<file path="src/rtl/keypad_pkg.sv">
// Shared types and constants for the keypad-to-BCD entry block.
// Key map is indexed by {row, col}.
package keypad_pkg;

  typedef enum logic [1:0] {
    ST_IDLE,
    ST_DEBOUNCE,
    ST_PRESSED,
    ST_HELD
  } state_e;

  typedef enum logic [1:0] {
    FR_NONE,
    FR_SINGLE,
    FR_MULTI
  } frame_e;

  localparam logic [3:0] KEY_CLR  = 4'hA;
  localparam logic [3:0] KEY_BKSP = 4'hB;

  // Entry 0 (r0c0) is the least significant nibble: r0=1,2,3,A r1=4,5,6,B r2=7,8,9,C r3=E,0,F,D
  localparam logic [15:0][3:0] KEY_MAP = 64'hDF0E_C987_B654_A321;

  function automatic logic [3:0] key_lookup(input logic [1:0] row, input logic [1:0] col);
    return KEY_MAP[{row, col}];
  endfunction

endpackage

</file>
<file path="src/rtl/keypad_scanner.sv">
// Column-rotating keypad scanner: synchronizes ROW, drives COL and
// classifies each full 4-column frame as NONE, SINGLE(r,c) or MULTI.
module keypad_scanner
  import keypad_pkg::*;
#(
  parameter int unsigned SCAN_DIV = 25000
) (
  input  logic       clk,
  input  logic       reset,
  input  logic [3:0] row_i,
  output logic [3:0] col_o,
  output logic       frame_end_o,
  output frame_e     frame_kind_o,
  output logic [1:0] key_row_o,
  output logic [1:0] key_col_o
);

  localparam int unsigned DW = (SCAN_DIV > 2) ? $clog2(SCAN_DIV) : 1;

  logic [3:0]    row_meta_q, row_sync_q;
  logic [DW-1:0] div_q, div_d;
  logic [1:0]    col_idx_q, col_idx_d;
  logic          acc_one_q, acc_one_d;
  logic          acc_multi_q, acc_multi_d;
  logic [1:0]    acc_row_q, acc_row_d;
  logic [1:0]    acc_col_q, acc_col_d;

  logic          scan_tick;
  logic [3:0]    cur_low;
  logic [2:0]    cur_cnt;
  logic [1:0]    cur_row;
  logic          tot_one, tot_multi;

  always_comb begin
    cur_low = ~row_sync_q;
    cur_cnt = '0;
    cur_row = '0;
    for (int unsigned i = 0; i < 4; i++) begin
      if (cur_low[i]) begin
        cur_cnt = cur_cnt + 3'd1;
        cur_row = 2'(i);
      end
    end

    // Frame totals include the column being sampled on this tick
    tot_multi = acc_multi_q || (cur_cnt > 3'd1) || (acc_one_q && (cur_cnt == 3'd1));
    tot_one   = !tot_multi && (acc_one_q || (cur_cnt == 3'd1));

    scan_tick = (div_q == DW'(SCAN_DIV - 1));
    div_d     = scan_tick ? '0 : div_q + DW'(1);
    col_idx_d = scan_tick ? col_idx_q + 2'd1 : col_idx_q;

    acc_one_d   = acc_one_q;
    acc_multi_d = acc_multi_q;
    acc_row_d   = acc_row_q;
    acc_col_d   = acc_col_q;
    if (scan_tick) begin
      if (col_idx_q == 2'd3) begin
        acc_one_d   = 1'b0;
        acc_multi_d = 1'b0;
        acc_row_d   = '0;
        acc_col_d   = '0;
      end else begin
        acc_one_d   = tot_one;
        acc_multi_d = tot_multi;
        if (!acc_one_q && (cur_cnt == 3'd1)) begin
          acc_row_d = cur_row;
          acc_col_d = col_idx_q;
        end
      end
    end

    frame_end_o  = scan_tick && (col_idx_q == 2'd3);
    frame_kind_o = tot_multi ? FR_MULTI : (tot_one ? FR_SINGLE : FR_NONE);
    key_row_o    = acc_one_q ? acc_row_q : cur_row;
    key_col_o    = acc_one_q ? acc_col_q : col_idx_q;

    case (col_idx_q)
      2'd0:    col_o = 4'b1110;
      2'd1:    col_o = 4'b1101;
      2'd2:    col_o = 4'b1011;
      default: col_o = 4'b0111;
    endcase
  end

  always_ff @(posedge clk) begin
    if (reset) begin
      row_meta_q  <= '1;
      row_sync_q  <= '1;
      div_q       <= '0;
      col_idx_q   <= '0;
      acc_one_q   <= 1'b0;
      acc_multi_q <= 1'b0;
      acc_row_q   <= '0;
      acc_col_q   <= '0;
    end else begin
      row_meta_q  <= row_i;
      row_sync_q  <= row_meta_q;
      div_q       <= div_d;
      col_idx_q   <= col_idx_d;
      acc_one_q   <= acc_one_d;
      acc_multi_q <= acc_multi_d;
      acc_row_q   <= acc_row_d;
      acc_col_q   <= acc_col_d;
    end
  end

endmodule

</file>
<file path="src/rtl/keypad_bcd_entry.sv">
// Debounced 4x4 keypad entry into a 4-digit BCD shift register with
// clear and backspace keys; one KEY_VALID pulse per accepted press.
module keypad_bcd_entry
  import keypad_pkg::*;
#(
  parameter int unsigned SCAN_DIV        = 25000,
  parameter int unsigned DEBOUNCE_FRAMES = 4
) (
  input  logic        clk,
  input  logic        reset,
  input  logic [3:0]  ROW,
  output logic [3:0]  COL,
  output logic [15:0] BCD,
  output logic        KEY_VALID,
  output logic [3:0]  KEY_CODE
);

  localparam int unsigned CW = $clog2(DEBOUNCE_FRAMES + 1);

  logic        frame_end;
  frame_e      frame_kind;
  logic [1:0]  key_row, key_col;
  logic [3:0]  frame_code;

  state_e      state_q, state_d;
  logic [3:0]  cand_q, cand_d;
  logic [CW-1:0] cnt_q, cnt_d;
  logic [CW-1:0] rel_cnt_q, rel_cnt_d;
  logic [15:0] bcd_q, bcd_d;
  logic        key_valid_q, key_valid_d;
  logic [3:0]  key_code_q, key_code_d;

  keypad_scanner #(
    .SCAN_DIV(SCAN_DIV)
  ) u_scanner (
    .clk          (clk),
    .reset        (reset),
    .row_i        (ROW),
    .col_o        (COL),
    .frame_end_o  (frame_end),
    .frame_kind_o (frame_kind),
    .key_row_o    (key_row),
    .key_col_o    (key_col)
  );

  assign frame_code = key_lookup(key_row, key_col);

  always_comb begin
    state_d     = state_q;
    cand_d      = cand_q;
    cnt_d       = cnt_q;
    rel_cnt_d   = rel_cnt_q;
    bcd_d       = bcd_q;
    key_valid_d = 1'b0;
    key_code_d  = key_code_q;

    case (state_q)
      ST_IDLE: begin
        if (frame_end && (frame_kind == FR_SINGLE)) begin
          cand_d  = frame_code;
          cnt_d   = CW'(1);
          state_d = (DEBOUNCE_FRAMES == 1) ? ST_PRESSED : ST_DEBOUNCE;
        end
      end
      ST_DEBOUNCE: begin
        if (frame_end) begin
          if ((frame_kind == FR_SINGLE) && (frame_code == cand_q)) begin
            cnt_d = cnt_q + CW'(1);
            if (cnt_d == CW'(DEBOUNCE_FRAMES)) state_d = ST_PRESSED;
          end else begin
            cnt_d   = '0;
            state_d = ST_IDLE;
          end
        end
      end
      ST_PRESSED: begin
        cnt_d     = '0;
        rel_cnt_d = '0;
        state_d   = ST_HELD;
      end
      ST_HELD: begin
        if (frame_end) begin
          if (frame_kind == FR_NONE) begin
            rel_cnt_d = rel_cnt_q + CW'(1);
            if (rel_cnt_d == CW'(DEBOUNCE_FRAMES)) begin
              rel_cnt_d = '0;
              state_d   = ST_IDLE;
            end
          end else begin
            rel_cnt_d = '0;
          end
        end
      end
      default: state_d = ST_IDLE;
    endcase

    // Outputs are registered on entry to PRESSED so KEY_VALID and the new BCD appear together
    if (state_d == ST_PRESSED) begin
      key_valid_d = 1'b1;
      key_code_d  = cand_d;
      if (cand_d <= 4'd9)            bcd_d = {bcd_q[11:0], cand_d};
      else if (cand_d == KEY_CLR)    bcd_d = '0;
      else if (cand_d == KEY_BKSP)   bcd_d = {4'h0, bcd_q[15:4]};
    end
  end

  always_ff @(posedge clk) begin
    if (reset) begin
      state_q     <= ST_IDLE;
      cand_q      <= '0;
      cnt_q       <= '0;
      rel_cnt_q   <= '0;
      bcd_q       <= '0;
      key_valid_q <= 1'b0;
      key_code_q  <= '0;
    end else begin
      state_q     <= state_d;
      cand_q      <= cand_d;
      cnt_q       <= cnt_d;
      rel_cnt_q   <= rel_cnt_d;
      bcd_q       <= bcd_d;
      key_valid_q <= key_valid_d;
      key_code_q  <= key_code_d;
    end
  end

  assign BCD       = bcd_q;
  assign KEY_VALID = key_valid_q;
  assign KEY_CODE  = key_code_q;

endmodule

</file>
<file path="config.mk">
export PLATFORM = sky130hd
export DESIGN_NAME = keypad_bcd_entry
export DESIGN_NICKNAME = d
export VERILOG_FILES = /design/src/rtl/keypad_pkg.sv /design/src/rtl/keypad_scanner.sv /design/src/rtl/keypad_bcd_entry.sv
export SDC_FILE = /design/constraint.sdc
export NUM_CORES = 1
export LEC_CHECK = 0
export ABC_AREA = 1
export CAP_MARGIN = 10
export CORE_ASPECT_RATIO = 1.4
export CORE_MARGIN = 10
export CORE_UTILIZATION = 25
export CTS_CLUSTER_DIAMETER = 80
export CTS_CLUSTER_SIZE = 20
export DETAILED_ROUTE_END_ITERATION = 12
export PLACE_DENSITY = 0.46
export SYNTH_ARGS = -nofsm -noshare
export SYNTH_HDL_FRONTEND = slang
export SYNTH_SLANG_ARGS = --single-unit
</file>
<file path="constraint.sdc">
create_clock -name clk -period 8.7 [get_ports clk]
set_input_delay 0.87 -clock clk [delete_from_list [all_inputs] [get_ports clk]]
set_output_delay 0.87 -clock clk [all_outputs]
set_load 0.01 [all_outputs]
</file>
==> flow_summary.toml, run 1 <==
[logic_synthesis]
ys.flop_type = "dfxtp_1"
synth.cell_area_um2 = 3630
synth_top_family_by_area = "simple AND/OR/NAND/NOR gates"
ys_ff_latch = 64
postSynth.asyncResetShare = 0
synth_nets = 561
synth_cell_types = 42
synth_xor_area_frac = 0.0121
synth_compound_area_frac = 0.0913
synth_edf_count = 0
syn_area_per_cell_um2 = 6.85
yosysSeqAreaShare = 0.353
synthCells = 530
synthSimpleGateAreaFrac = 0.357
yosys_warnings = 0
synthAdderAreaFrac = 0.0862
synthMuxAreaShare = 0

[critical_path]
crit_buf_inv = 3
cp.required_ps = 8930
worstSetupEndpointType = "flip-flop"
r2r_slack_ps = 5390
critPathCapture = "BCD[11]$_SDFFE_PP0P_"
cp_top_family = "simple AND/OR/NAND/NOR gates"
cp_cell_sequence = "inv_1 -> ha_1 -> inv_1 -> nand2_1 -> nand2_1 -> inv_1 -> ha_1 -> or2_0 -> nand2_1 -> nand3_2 -> nor2_2 -> nand2_2 -> nor2_4 -> nand2_4 -> o21ai_0 -> nand3_1 -> nand3_1 -> nand2_1 -> nor2_1 -> nor2_1"
ff2ff_path_depth = 20
reg2reg_to = "BCD[11]$_SDFFE_PP0P_"
crit_top_cell = "nand2_1"
cp_slowest_cell = "nand3_1"
slowest_delay_ps = 450
setup.worst_path.start = "u_scanner.row_sync_q[0]$_SDFF_PP1_"
reg2reg_from = "u_scanner.row_sync_q[0]$_SDFF_PP1_"
crit_arrival_ps = 3530
cp-start-kind = "flip-flop"
critPathMaxFanout = 12
worst-path-stages = 20
critPathKind = "reg2reg"

[clock_tree]
cts_tree = "done"
hold_buffers = 0
clkSinkCount = 64
ctsResizeCount = 0
cts.htree.levels = 3
cts_buffer_depth = 2
clk_pin_slew_worst_paths_ps = 50
cts_made_buffers = 9
cts_setup_buffers = 0
clk_latency_ps = 330
clockRootBuffer = "clkbuf_16"

[detailed_routing]
ant_nets = 0
drt_iter0_drc = 69
drtPass1Iterations = 4
vias_per_cell = 4.33
vias = 3253
wl_um = 8870
route.detailed.drc = 0
wire_per_inst_um = 11.8

[sta]
grt_setup_unrepaired = "no"
setup_tns_ps = 0
hold_viol_final = 0
max_freq_mhz = 303
period_needed_ps = 3310
fin_crit_sh = 0.380
hold_slack_ps = 405
drv_slew = 0
skew_ps = 7.01
setup_viol = 0
relSlewSlack = 0.486
worst_pin_slew_ps = 770

[final_layout]
final_area_um2 = 4380
layout.nets = 590
register_area_um2 = 1280
layout_commonest_cell = "nand2_1"
nFillCells = 1578
multiInputGateArea_um2 = 1980
drive_above_1_share = 0.0870
final_util = 0.304
mostFrequentLayoutCells = "nand2_1 (140), inv_1 (68), nor2_1 (68)"
areaGrowthSynthToFinish_pct = 20.6
diodes = 0

[global_routing]
grt_first_pass_wirelength_um = 15000
grt-busiest-layer = "met2"
gr-total-overflow = 0
grt_pass1_vias = 3193
use_met3 = 0.0281
met1_usage = 0.103
grt_antenna_before_repair = 0
grt_use_met2 = 0.160
grt_usage = 0.0940
grt_max_degree = 30

[status]
status = "completed"

[flow_run]
cap_violations = 0

[floorplan]
ios = 31
initial_core_util = 0.252
coreArea_um2 = 14400
num_rows = 52
fp.dieArea_um2 = 19800
die_w_um = 122
die-height_um = 163

[worst_hold_path]
hp-class = "reg2reg"

[power_and_ir_drop]
power.total_mw = 0.726
ir_drop_mv = 0.0860
powerDensity_nw_per_um2 = 166
power.leakage_nw = 2.01

[place]
numPortBuffers = 30
dp_hpwl_um = 6600
gp_congestion = 0.845
placed_cell_area_um2 = 4090
==> Yosys cell counts, types with 2 or more instances <==
master / number / area, um2
a21oi_2: 2 / 17.5
o22ai_1: 2 / 12.5
nor3_1: 8 / 40.0
a21oi_1: 24 / 120
inv_2: 4 / 15.0
buf_6: 2 / 22.5
buf_2: 2 / 10.0
o21ai_2: 2 / 17.5
nor2_1: 68 / 255
dfxtp_1: 64 / 1280
nand2_2: 5 / 31.3
xor2_1: 4 / 35.0
nand3b_1: 2 / 15.0
o21ai_0: 18 / 90.1
nor2_4: 2 / 22.5
clkbuf_1: 4 / 15.0
nor2_2: 3 / 18.8
nand2_1: 140 / 526
nand3_2: 2 / 20.0
a211oi_1: 2 / 15.0
buf_4: 5 / 37.5
nand3_1: 41 / 205
ha_1: 25 / 313
nand4_1: 7 / 43.8
inv_1: 68 / 255
or2_2: 8 / 50.1
==> sequential cells by signal, indices dropped and copies added, names as in the netlist <==
signal / flops
u_scanner.row_sync_q: 4
rel_cnt_q: 3
u_scanner.div_q: 15
u_scanner.acc_col_q: 2
BCD: 16
u_scanner.col_idx_q: 2
KEY_CODE: 4
u_scanner.row_meta_q: 4
u_scanner.acc_multi_q: 1
u_scanner.acc_row_q: 2
u_scanner.acc_one_q: 1
cnt_q: 3
KEY_VALID: 1
cand_q: 4
state_q: 2
==> worst min path at each step <==
stage / start / to / slack, ps / depth (start not counted)
final: u_scanner.row_meta_q[2]$_SDFF_PP1_ / u_scanner.row_sync_q[2]$_SDFF_PP1_ / 400 / 1
after global routing: u_scanner.row_meta_q[2]$_SDFF_PP1_ / u_scanner.row_sync_q[2]$_SDFF_PP1_ / 420 / 1
after CTS: u_scanner.row_meta_q[2]$_SDFF_PP1_ / u_scanner.row_sync_q[2]$_SDFF_PP1_ / 410 / 1
after detailed placement: u_scanner.row_meta_q[2]$_SDFF_PP1_ / u_scanner.row_sync_q[2]$_SDFF_PP1_ / 390 / 1
after global placement: u_scanner.row_meta_q[2]$_SDFF_PP1_ / u_scanner.row_sync_q[2]$_SDFF_PP1_ / 390 / 1
after floorplan: u_scanner.row_meta_q[0]$_SDFF_PP1_ / u_scanner.row_sync_q[0]$_SDFF_PP1_ / 390 / 1
==> per-layer routing <==
metal | share of wire | routed length (um) | up-vias
met2 | 0.49 | 4390 | 49
met1 | 0.44 | 3870 | 1472
met4 | 0.024 | 209 | 0
met3 | 0.045 | 402 | 13
li1 | - | - | 1719
met5 | 0 | 0 | -
==> layout make-up <==
type,count,area share
Multi-Input combinational cell,379,0.453
Sequential cell,64,0.293
Timing Repair Buffer,31,0.0703
Inverter,74,0.0640
Clock buffer,12,0.0563
Tap cell,189,0.0540
Clock inverter,3,0.00972
==> metrics by stage <==
stage,std cells,setup WS (ps)
after global routing,752,4890
after CTS,752,5370
after global placement,737,5500
after detailed placement,737,5390
final,752,5390
after floorplan,530,5920
==> worst reg2reg max path: cells and delay by family, from the launching register on <==
family          cells  cell delay (ps)
fa+ha+maj           2              560
compound gates      1              300
flops               1              330
buf+inv             3              150
simple gates       14             1860
==> cell families (layout without fill, tap and decap cells) <==
logic type	after synthesis	count (layout)
xor gates and xnor gates	5	5
DFF	64	64
buffers and inverters	87	120
and+or+nand+nor	293	293
adders and majority gates	25	25
AOI/OAI and AO/OA	56	56
==> report_power, final <==
group / leakage (nW) / internal [mW] / switching (mW)
sequential: 0.518 / 0.300 / 0.00632
combinational: 1.35 / 0.0223 / 0.0436
clock: 0.139 / 0.227 / 0.126
total: 2.01 / 0.550 / 0.176
No activity file was read; power rests on OpenSTA's default activity.
==> inputs of run 2 (changes only) <==
- clock period: 8.7 -> 3.3 ns (I/O delays scaled with it)
==> run 2 against run 1 <==
Effect of this change:
- fmax up 8.8%
- global-route usage grew 0.36 points
- hold slack gained 6.6 ps
- final cell count is 2.1% higher
- power grew to 2.7 times the previous value
- critical path depth increased by 3
- non-clock buffer count increased by 12
- sequential power rose to 2.6 times the previous value
- first-iteration DRC count up 35%
- combinational power grew to 3.7 times the previous value
- highest routed layer unchanged
- design area increased by 5.2%
- clock power grew to 2.6 times the previous value
==> flow_summary.toml, run 2 (synthesized netlist as in run 1, its figures left out) <==
[critical_path]
ff2ff_path_depth = 23
critPathKind = "reg2reg"
critPathMaxFanout = 6
worst-path-stages = 23
cp-start-kind = "flip-flop"
worstSetupEndpointType = "flip-flop"
cp_cell_sequence = "inv_1 -> ha_4 -> inv_1 -> nand2_1 -> nand2_1 -> inv_1 -> ha_1 -> or2_0 -> nand2_2 -> nand3_2 -> nor2_4 -> nand2_2 -> nor2_4 -> nand2_4 -> nand2_1 -> o21ai_2 -> nor2_1 -> nand3_2 -> buf_4 -> nand3_1 -> nand2_1 -> nor2_1 -> nor2_1"
crit_buf_inv = 4
crit_arrival_ps = 3260
cp_top_family = "simple AND/OR/NAND/NOR gates"
cp.required_ps = 3520
cp_slowest_cell = "dfxtp_1"
slowest_delay_ps = 330
crit_top_cell = "nand2_1"

[clock_tree]
cts_tree = "done"
clk_pin_slew_worst_paths_ps = 50
clkSinkCount = 64
clockRootBuffer = "clkbuf_16"
cts_buffer_depth = 2
clk_latency_ps = 330
cts.htree.levels = 3
cts_made_buffers = 9

[final_layout]
final_cell_count_no_fill = 768
areaGrowthSynthToFinish_pct = 26.9
mostFrequentLayoutCells = "nand2_1 (135), inv_1 (68), nor2_1 (66)"
final_util = 0.320
layout.nets = 605
final_area_um2 = 4610
drive_above_1_share = 0.130
nFillCells = 1539
largest_register_ffs = 16
layout_commonest_cell = "nand2_1"
diodes = 0

[detailed_routing]
vias = 3366
vias_per_cell = 4.38
wl_um = 9690
met3RoutedLength_um = 424
drt_iter0_drc = 93
wire_per_inst_um = 12.6
ant_nets = 0
wl_met1_um = 3990
route.detailed.drc = 0
route.top_layer_used = "met4"
route.met2.wl_um = 5110
drtPass1Iterations = 4

[power_and_ir_drop]
ir_drop_mv = 0.175
power.leakage_nw = 2.10
power.total_mw = 1.97
powerDensity_nw_per_um2 = 428

[global_routing]
grt_max_degree = 29
grt_antenna_before_repair = 0
grt_first_pass_wirelength_um = 15700
grt_usage = 0.0976
gr-total-overflow = 0
grt_pass1_vias = 3333

[floorplan]
ios = 31
initial_core_util = 0.252
num_rows = 52
coreArea_um2 = 14400
die-height_um = 163
fp.dieArea_um2 = 19800
die_w_um = 122

[status]
status = "completed"

[place]
place_ws_ps = 163
placed_cell_area_um2 = 4130
dp.cells = 743
gp_congestion = 0.810
dp_hpwl_um = 6820
numPortBuffers = 30

[worst_hold_path]
hp-class = "reg2reg"
min_path_cells = 1

[sta]
hold_viol_final = 0
max_freq_mhz = 329
fin_crit_sh = 0.920
hold_slack_ps = 411
period_needed_ps = 3040
skew_ps = 6.27
relSlewSlack = 0.576
setup_tns_ps = 0
fin_ws_ps = 263
drv_slew = 0
setup_viol = 0
worst_pin_slew_ps = 630

[flow_run]
cap_violations = 0
-- run 2: cell count changes in the layout (fill, tap and decap cells not counted), sizes merged --
cell      delta
clkinv       +2
clkinvlp     -1
buf         +12
nand3        +3
-- run 2: path summary, 6_finish.rpt --
| kind | startpoint | to | slack [ps] |
|---|---|---|---|
| setup / recovery | u_scanner.row_sync_q[0]$_SDFF_PP1_ | BCD[10]$_SDFFE_PP0P_ | 260 |
| hold / removal | u_scanner.row_meta_q[0]$_SDFF_PP1_ | u_scanner.row_sync_q[0]$_SDFF_PP1_ | 410 |
| setup reg to reg | u_scanner.row_sync_q[0]$_SDFF_PP1_ | BCD[10]$_SDFFE_PP0P_ | 260 |
| hold reg to reg | u_scanner.row_meta_q[0]$_SDFF_PP1_ | u_scanner.row_sync_q[0]$_SDFF_PP1_ | 410 |
-- run 2: per-layer routing --
layer	GRT usage	up-vias
li1	-	1763
met1	0.103	1532
met2	0.174	62
met3	0.0274	9
met4	0.0451	0
met5	0	-
-- run 2: layout make-up --
type / count / area (um2) / share of cell area
clock inverter: 4 / 45.0 / 0.00978
sequential: 64 / 1280 / 0.278
inverter: 74 / 280 / 0.0608
multi-input combinational: 382 / 2110 / 0.459
clock buffer: 12 / 236 / 0.0513
tap: 189 / 236 / 0.0513
timing repair buffer: 43 / 414 / 0.0899
-- run 2: where the power goes --
| part | switching [mW] | internal, mW | total (mW) |
|---|---|---|---|
| combinational | 0.151 | 0.0916 | 0.242 |
| clock | 0.338 | 0.581 | 0.919 |
| sequential | 0.0175 | 0.791 | 0.808 |
| total | 0.506 | 1.46 | 1.97 |
-- run 2: what timing repair did --
item,CTS,global route
buffers inserted,0,5
hold buffers,0,0
resized for setup,0,22
setup endpoints to repair,0,17
